===== src/rtl/vga_cap_pkg.sv =====
// vga_cap_pkg: shared types and constants for the VGA stream capture block.
//   PIX_W        : packed {R,G,B} pixel width
//   DEF_H/V_*    : default active frame geometry
//   cap_state_e  : capture FSM states
//   cap_word_t   : buffer entry, pixel plus packet framing bits
package vga_cap_pkg;
  localparam int PIX_W        = 24;
  localparam int DEF_H_ACTIVE = 640;
  localparam int DEF_V_ACTIVE = 480;

  typedef enum logic [1:0] {
    WAIT_VS     = 2'd0,
    WAIT_ACTIVE = 2'd1,
    ACTIVE      = 2'd2,
    DROP        = 2'd3
  } cap_state_e;

  typedef struct packed {
    logic [PIX_W-1:0] data;
    logic             sop;
    logic             eop;
  } cap_word_t;
endpackage


===== src/rtl/vga_cap_fifo.sv =====
// vga_cap_fifo: synchronous show-ahead FIFO of cap_word_t entries.
//   clk, reset_n : clock, async active-low reset (empties the FIFO)
//   i_wr_en      : push request, honoured when not full or when reading
//   i_wr_data    : entry to push
//   i_rd_en      : pop request, honoured when not empty
//   o_rd_data    : head entry, all-zero while empty
//   o_full/empty : occupancy flags
module vga_cap_fifo
  import vga_cap_pkg::*;
#(
  parameter int DEPTH = 16
) (
  input  logic      clk,
  input  logic      reset_n,
  input  logic      i_wr_en,
  input  cap_word_t i_wr_data,
  input  logic      i_rd_en,
  output cap_word_t o_rd_data,
  output logic      o_full,
  output logic      o_empty
);
  localparam int AW = $clog2(DEPTH);

  cap_word_t   r_mem [DEPTH];
  logic [AW:0] r_wp, r_rp;
  logic        w_wr, w_rd;

  assign o_empty = (r_wp == r_rp);
  assign o_full  = (r_wp[AW] != r_rp[AW]) && (r_wp[AW-1:0] == r_rp[AW-1:0]);
  assign w_rd    = i_rd_en & ~o_empty;
  // A pop in the same cycle frees the slot, so a push into a full FIFO is legal then.
  assign w_wr    = i_wr_en & (~o_full | w_rd);

  always_ff @(posedge clk) begin
    if (w_wr) r_mem[r_wp[AW-1:0]] <= i_wr_data;
  end

  always_ff @(posedge clk or negedge reset_n) begin
    if (!reset_n) begin
      r_wp <= '0;
      r_rp <= '0;
    end else begin
      if (w_wr) r_wp <= r_wp + 1'b1;
      if (w_rd) r_rp <= r_rp + 1'b1;
    end
  end

  assign o_rd_data = o_empty ? '0 : r_mem[r_rp[AW-1:0]];
endmodule


===== src/rtl/vga_stream_capture.sv =====
// vga_stream_capture: captures active VGA pixels into an Avalon-ST stream.
//   clk, reset_n           : clock, async active-low reset
//   vga_HS/VS              : active-low syncs
//   vga_BLANK              : 1 = active pixel
//   vga_R/G/B              : pixel colour, valid when pix_en
//   pix_en                 : pixel strobe
//   stream_*               : Avalon-ST source, readyLatency 0, data = {R,G,B}
//   overflow, frame_err    : sticky status, cleared by status_clr
//   frame_count            : completed frames delivered (only with VGA_CAP_FRAME_COUNT_EN)
// Optional feature macro: VGA_CAP_FRAME_COUNT_EN
module vga_stream_capture
  import vga_cap_pkg::*;
#(
  parameter int H_ACTIVE   = DEF_H_ACTIVE,
  parameter int V_ACTIVE   = DEF_V_ACTIVE,
  parameter int FIFO_DEPTH = 16
) (
  input  logic             clk,
  input  logic             reset_n,
  input  logic             vga_HS,
  input  logic             vga_VS,
  input  logic             vga_BLANK,
  input  logic [7:0]       vga_R,
  input  logic [7:0]       vga_G,
  input  logic [7:0]       vga_B,
  input  logic             pix_en,
  output logic [PIX_W-1:0] stream_data,
  output logic             stream_startofpacket,
  output logic             stream_endofpacket,
  output logic             stream_valid,
  input  logic             stream_ready,
  output logic             overflow,
  output logic             frame_err,
`ifdef VGA_CAP_FRAME_COUNT_EN
  input  logic             status_clr,
  output logic [15:0]      frame_count
`else
  input  logic             status_clr
`endif
);
  localparam int XW = $clog2(H_ACTIVE);
  localparam int YW = $clog2(V_ACTIVE);
  localparam logic [XW-1:0] X_MAX = XW'(H_ACTIVE - 1);
  localparam logic [YW-1:0] Y_MAX = YW'(V_ACTIVE - 1);

  // One registered sample stage; *_d hold the previous sample for edge detection.
  logic             r_pv, r_hs, r_hs_d, r_vs, r_vs_d, r_blank;
  logic [PIX_W-1:0] r_rgb;

  always_ff @(posedge clk or negedge reset_n) begin
    if (!reset_n) begin
      r_pv    <= 1'b0;
      r_hs    <= 1'b0;
      r_hs_d  <= 1'b0;
      // Syncs reset low so a sync held low through reset is not taken as an edge.
      r_vs    <= 1'b0;
      r_vs_d  <= 1'b0;
      r_blank <= 1'b0;
      r_rgb   <= '0;
    end else begin
      r_pv <= pix_en;
      if (pix_en) begin
        r_hs    <= vga_HS;
        r_hs_d  <= r_hs;
        r_vs    <= vga_VS;
        r_vs_d  <= r_vs;
        r_blank <= vga_BLANK;
        r_rgb   <= {vga_R, vga_G, vga_B};
      end
    end
  end

  cap_state_e    r_state;
  logic [XW-1:0] r_x, w_px;
  logic [YW-1:0] r_y, w_py;
  logic          r_realign, r_ovf, r_ferr;
  logic          w_vs_fall, w_hs_fall, w_hs_err, w_realign;
  logic          w_take, w_push, w_ovf_set, w_ferr_set, w_rd;
  logic          w_sop, w_eop, w_full, w_empty;
  cap_word_t     w_wr_word, w_rd_word;

  assign w_vs_fall = r_pv & r_vs_d & ~r_vs;
  assign w_hs_fall = r_pv & r_hs_d & ~r_hs;
  assign w_hs_err  = (r_state == ACTIVE) & w_hs_fall & (r_x != '0);
  // A mid-line HS pushes the next active pixel to the start of the following line.
  assign w_realign = r_realign | w_hs_err;
  assign w_px      = w_realign ? '0 : r_x;
  assign w_py      = (w_realign && (r_y != Y_MAX)) ? r_y + 1'b1 : r_y;
  assign w_sop     = (w_px == '0) && (w_py == '0);
  assign w_eop     = (w_px == X_MAX) && (w_py == Y_MAX);

  assign w_rd       = stream_valid & stream_ready;
  assign w_take     = r_pv & r_blank &
                      ((r_state == WAIT_ACTIVE) | ((r_state == ACTIVE) & ~w_vs_fall));
  assign w_push     = w_take & (~w_full | w_rd);
  assign w_ovf_set  = w_take & w_full & ~w_rd;
  assign w_ferr_set = ((r_state == ACTIVE) & w_vs_fall) | w_hs_err;
  assign w_wr_word  = '{data: r_rgb, sop: w_sop, eop: w_eop};

  always_ff @(posedge clk or negedge reset_n) begin
    if (!reset_n) begin
      r_state   <= WAIT_VS;
      r_x       <= '0;
      r_y       <= '0;
      r_realign <= 1'b0;
    end else begin
      case (r_state)
        WAIT_VS: if (w_vs_fall) r_state <= WAIT_ACTIVE;
        WAIT_ACTIVE, ACTIVE: begin
          if ((r_state == ACTIVE) && w_vs_fall) begin
            r_state   <= WAIT_ACTIVE;
            r_x       <= '0;
            r_y       <= '0;
            r_realign <= 1'b0;
          end else if (w_take) begin
            r_realign <= 1'b0;
            if (!w_push || w_eop) begin
              r_state <= w_push ? WAIT_VS : DROP;
              r_x     <= '0;
              r_y     <= '0;
            end else begin
              r_state <= ACTIVE;
              if (w_px == X_MAX) begin
                r_x <= '0;
                r_y <= w_py + 1'b1;
              end else begin
                r_x <= w_px + 1'b1;
                r_y <= w_py;
              end
            end
          end else if (r_pv) begin
            r_realign <= w_realign;
          end
        end
        DROP: if (w_vs_fall) r_state <= WAIT_ACTIVE;
        default: r_state <= WAIT_VS;
      endcase
    end
  end

  // New error beats a simultaneous clear.
  always_ff @(posedge clk or negedge reset_n) begin
    if (!reset_n) begin
      r_ovf  <= 1'b0;
      r_ferr <= 1'b0;
    end else begin
      r_ovf  <= w_ovf_set  ? 1'b1 : (status_clr ? 1'b0 : r_ovf);
      r_ferr <= w_ferr_set ? 1'b1 : (status_clr ? 1'b0 : r_ferr);
    end
  end

  vga_cap_fifo #(.DEPTH(FIFO_DEPTH)) u_fifo (
    .clk       (clk),
    .reset_n   (reset_n),
    .i_wr_en   (w_take),
    .i_wr_data (w_wr_word),
    .i_rd_en   (stream_ready),
    .o_rd_data (w_rd_word),
    .o_full    (w_full),
    .o_empty   (w_empty)
  );

  assign stream_valid         = ~w_empty;
  assign stream_data          = w_rd_word.data;
  assign stream_startofpacket = w_rd_word.sop;
  assign stream_endofpacket   = w_rd_word.eop;
  assign overflow             = r_ovf;
  assign frame_err            = r_ferr;

`ifdef VGA_CAP_FRAME_COUNT_EN
  logic [15:0] r_fc;
  always_ff @(posedge clk or negedge reset_n) begin
    if (!reset_n)                       r_fc <= '0;
    else if (w_rd && w_rd_word.eop)     r_fc <= r_fc + 1'b1;
  end
  assign frame_count = r_fc;
`endif
endmodule


===== config.mk =====
export PLATFORM = sky130hd
export DESIGN_NAME = vga_stream_capture
export DESIGN_NICKNAME = d
export VERILOG_FILES = /design/src/rtl/vga_cap_pkg.sv /design/src/rtl/vga_cap_fifo.sv /design/src/rtl/vga_stream_capture.sv
export SDC_FILE = /design/constraint.sdc
export NUM_CORES = 1
export LEC_CHECK = 0
export CAP_MARGIN = 20
export CORE_MARGIN = 10
export CORE_UTILIZATION = 55
export DETAILED_ROUTE_END_ITERATION = 8
export PLACE_DENSITY = 0.73
export SLEW_MARGIN = 15
export SYNTH_ARGS = -nofsm -noshare
export SYNTH_HDL_FRONTEND = slang
export SYNTH_SLANG_ARGS = --single-unit

===== constraint.sdc =====
create_clock -name clk -period 7.8 [get_ports clk]
set_input_delay 1.56 -clock clk [delete_from_list [all_inputs] [get_ports clk]]
set_output_delay 1.56 -clock clk [all_outputs]
set_load 0.02 [all_outputs]

==> impl_metrics.tcl <==
set metrics [dict create \
    p_seq_frac 0.423 \
    postCtsHoldBufs 0 \
    hold_path_class "register to register" \
    run_status "finished clean" \
    diodes 0 \
    drtAntennaViolNets 0 \
    synth_area_um2 19300 \
    drt_wl_total_um 41000 \
    die_width_um 207 \
    ios 61 \
    port_buffers 60 \
    p_per_area_nw_per_um2 346 \
    gp_congestion 0.805 \
    syn_nets 1002 \
    hold_viol_final 0 \
    path_buf_inv 2 \
    timing.rr.end "r_y[2]" \
    rsz0062_at_grt "no" \
    syn_inst 958 \
    drt_iter0_markers 964 \
    cts_buffers 48 \
    start_util 0.559 \
    fin_util 0.642 \
    fmax_mhz 170 \
    instances_no_fill 1544 \
    ys_seq_elements 480 \
    grt_pass1_vias 9978 \
    reg2regPathDepth 13 \
    max_stage_delay_ns 1.00 \
    grt.overflow.total 0 \
    cp_cell_sequence "buf_4 -> mux4_2 -> mux4_2 -> nor2b_1 -> clkdlybuf4s50_1" \
    rows 68 \
    post-cts-setup-buffers 0 \
    arrival_ns 4.31 \
    die_y_um 207 \
    power_frac_comb 0.284 \
    holdCritStartpoint "u_fifo.r_wp[4]" \
    fin_hold_ws_ns 0.492 \
    fin_crit_sh 0.753 \
    switching_share 0.291 \
    syn-mean-instance-area_um2 20.1 \
    cts_tree "built" \
    ys.flop_type "edfxtp_1" \
    min_period_ns 5.87 \
    grt_pass1_wl_um 62600 \
    synth_top_cell_by_area "edfxtp_1" \
    p_switching_mw 2.23 \
    p_clk_frac 0.293 \
    path_max_fanout 45 \
    root_buffer "clkbuf_16" \
    worstMarginPinSlew_ns 0.959 \
    leakage_nw 7.27 \
    ys_seq_area_frac 0.730 \
    worstSetupPathType "register to output pin" \
    cts_sinks 480 \
    reg2reg_from "r_x[3]" \
    r2r_slack_ns 3.61 \
    num-nets-final 1093 \
    dp_hpwl_um 21700 \
    relSlewSlack 0.360 \
    clk_latency_ns 0.57 \
    synth_top_area_frac 0.647 \
    drc 0 \
    antenna_found_initial 0 \
    final_cell_mix "edfxtp_1, mux4_2, dfrtp_1, clkdlybuf4s50_1, clkbuf_16" \
    nFillCells 2320 \
    worst_hold_path.endpoint "u_fifo.r_wp[4]" \
    drive_gt1_frac 0.271 \
    grt_max_degree 65 \
    slew_violations 0 \
    drt-wirelength-per-cell_um 26.5 \
    p_int_mw 5.44 \
    finalSetupViolations 0 \
    crit_family "buffers and inverters" \
    ir_drop_v 0.000261 \
    vias_per_cell 6.20 \
    area_growth_pct 14.9 \
    placed_cells 1454 \
    cp_slowest_cell "dfrtp_4" \
    dieArea_um2 43000 \
    required_ns 6.24 \
    coreArea_um2 34500 \
    cts_max_level 2 \
    synth-edff-count 416 \
    layout_commonest_cell "edfxtp_1" \
    grt.total_usage 0.190 \
    firstDrtPassIters 5 \
    crit_top_cell "mux4_2" \
    end_kind "output pin" \
    cts_max_path_buffers 3 \
    ys_types 62 \
    drv_cap 0 \
    setup_tns_ns 0 \
    start_kind "register" \
    worst-path-stages 5 \
    post_cts_resized 0 \
    whs_path_depth 1 \
    clock_skew_ns 0.0186 \
    vias 9577 \
    async_reset_ff_frac 0.133 \
    yosys_warnings 0 \
    synth_area_leaders "edfxtp_1, mux4_2, dfrtp_1" \
    path_clk_slew_ns 0.06 \
]
==> Yosys cell counts (all sizes together) (8+ instances only) <==
library cell,count
a21oi,11
a31oi,11
buf,18
clkbuf,26
dfrtp,64
edfxtp,416
ha,12
inv,17
mux2,31
mux4,130
nand2,42
nand3,8
nand4,10
nor2,28
nor2b,31
nor3,8
o21ai,16
xnor2,13
==> worst register-to-register path, cell delays in order (launching register included) <==
cell and delay (ns):
dfrtp_1 0.47, nor4_4 0.41, a31oi_2 0.26, nor2_2 0.46
nand2_1 0.19, inv_1 0.08, ha_1 0.20, nand3_2 0.12
nor4_2 0.42, nand4_1 0.24, nor4b_4 0.35, a31oi_2 0.36
and2_1 0.26, mux2_4 0.25
==> sequential cells by signal (all words and copies together) (netlist names) <==
name	flops
u_fifo.r_rp	5
r_pv	1
r_rgb	24
r_blank	1
u_fifo.r_mem	416
r_state	2
r_hs_d	1
u_fifo.r_wp	5
r_vs_d	1
overflow	1
r_x	10
r_vs	1
r_realign	1
r_hs	1
r_y	9
frame_err	1
==> per-layer routing <==
layer,global-route usage,part of all wire
met5,0,0
met4,0.0585,0.023
met2,0.324,0.52
met1,0.244,0.40
met3,0.0341,0.056
==> cells by family (layout without fill, tap and decap cells) <==
logic type / after synthesis / after routing / synth area share
fa+ha+maj: 12 / 12 / 0.00778
buf+inv: 61 / 192 / 0.0129
xor+xnor: 20 / 20 / 0.00908
compound gates: 68 / 68 / 0.0250
mux: 162 / 162 / 0.171
simple gates: 155 / 155 / 0.0444
flops: 480 / 480 / 0.730
==> area by class of cell <==
class / instances / area, um2 / area share
Tap cell: 455 / 569 / 0.0257
Timing Repair Buffer: 85 / 801 / 0.0361
Sequential cell: 480 / 14100 / 0.636
Clock buffer: 60 / 1320 / 0.0595
Inverter: 17 / 63.8 / 0.00288
Multi-Input combinational cell: 417 / 5080 / 0.229
Clock inverter: 30 / 246 / 0.0111
==> stage by stage <==
stage | area [um2] | total power, mW | setup WS, ns
global placement | 20600 | 5.48 | 2.46
floorplan | 19300 | 4.73 | 3.19
global route | 22200 | 8.02 | 1.63
CTS | 22200 | 7.77 | 1.79
detailed placement | 20600 | 5.51 | 2.44
finish | 22200 | 7.68 | 1.93
==> power groups by stage <==
stage                     Combinational, mW  Sequential, mW  Clock (mW)
after floorplan                        1.63            3.11           0
after global routing                   2.34            3.29        2.40
after detailed placement               2.21            3.30           0
after global placement                 2.19            3.29           0
final                                  2.18            3.25        2.25
after CTS                              2.23            3.25        2.29
==> worst max-delay path by stage <==
stage	to	slack, ns	start
after floorplan	u_fifo.r_mem[3][0]	3.19	stream_ready
after global placement	stream_data[21]	2.46	u_fifo.r_rp[0]
after detailed placement	stream_data[20]	2.44	u_fifo.r_rp[0]
after CTS	stream_data[20]	1.79	u_fifo.r_rp[0]
after global routing	stream_data[20]	1.63	u_fifo.r_rp[0]
final	stream_data[20]	1.93	u_fifo.r_rp[0]
No activity file was read; power rests on OpenSTA's default activity.
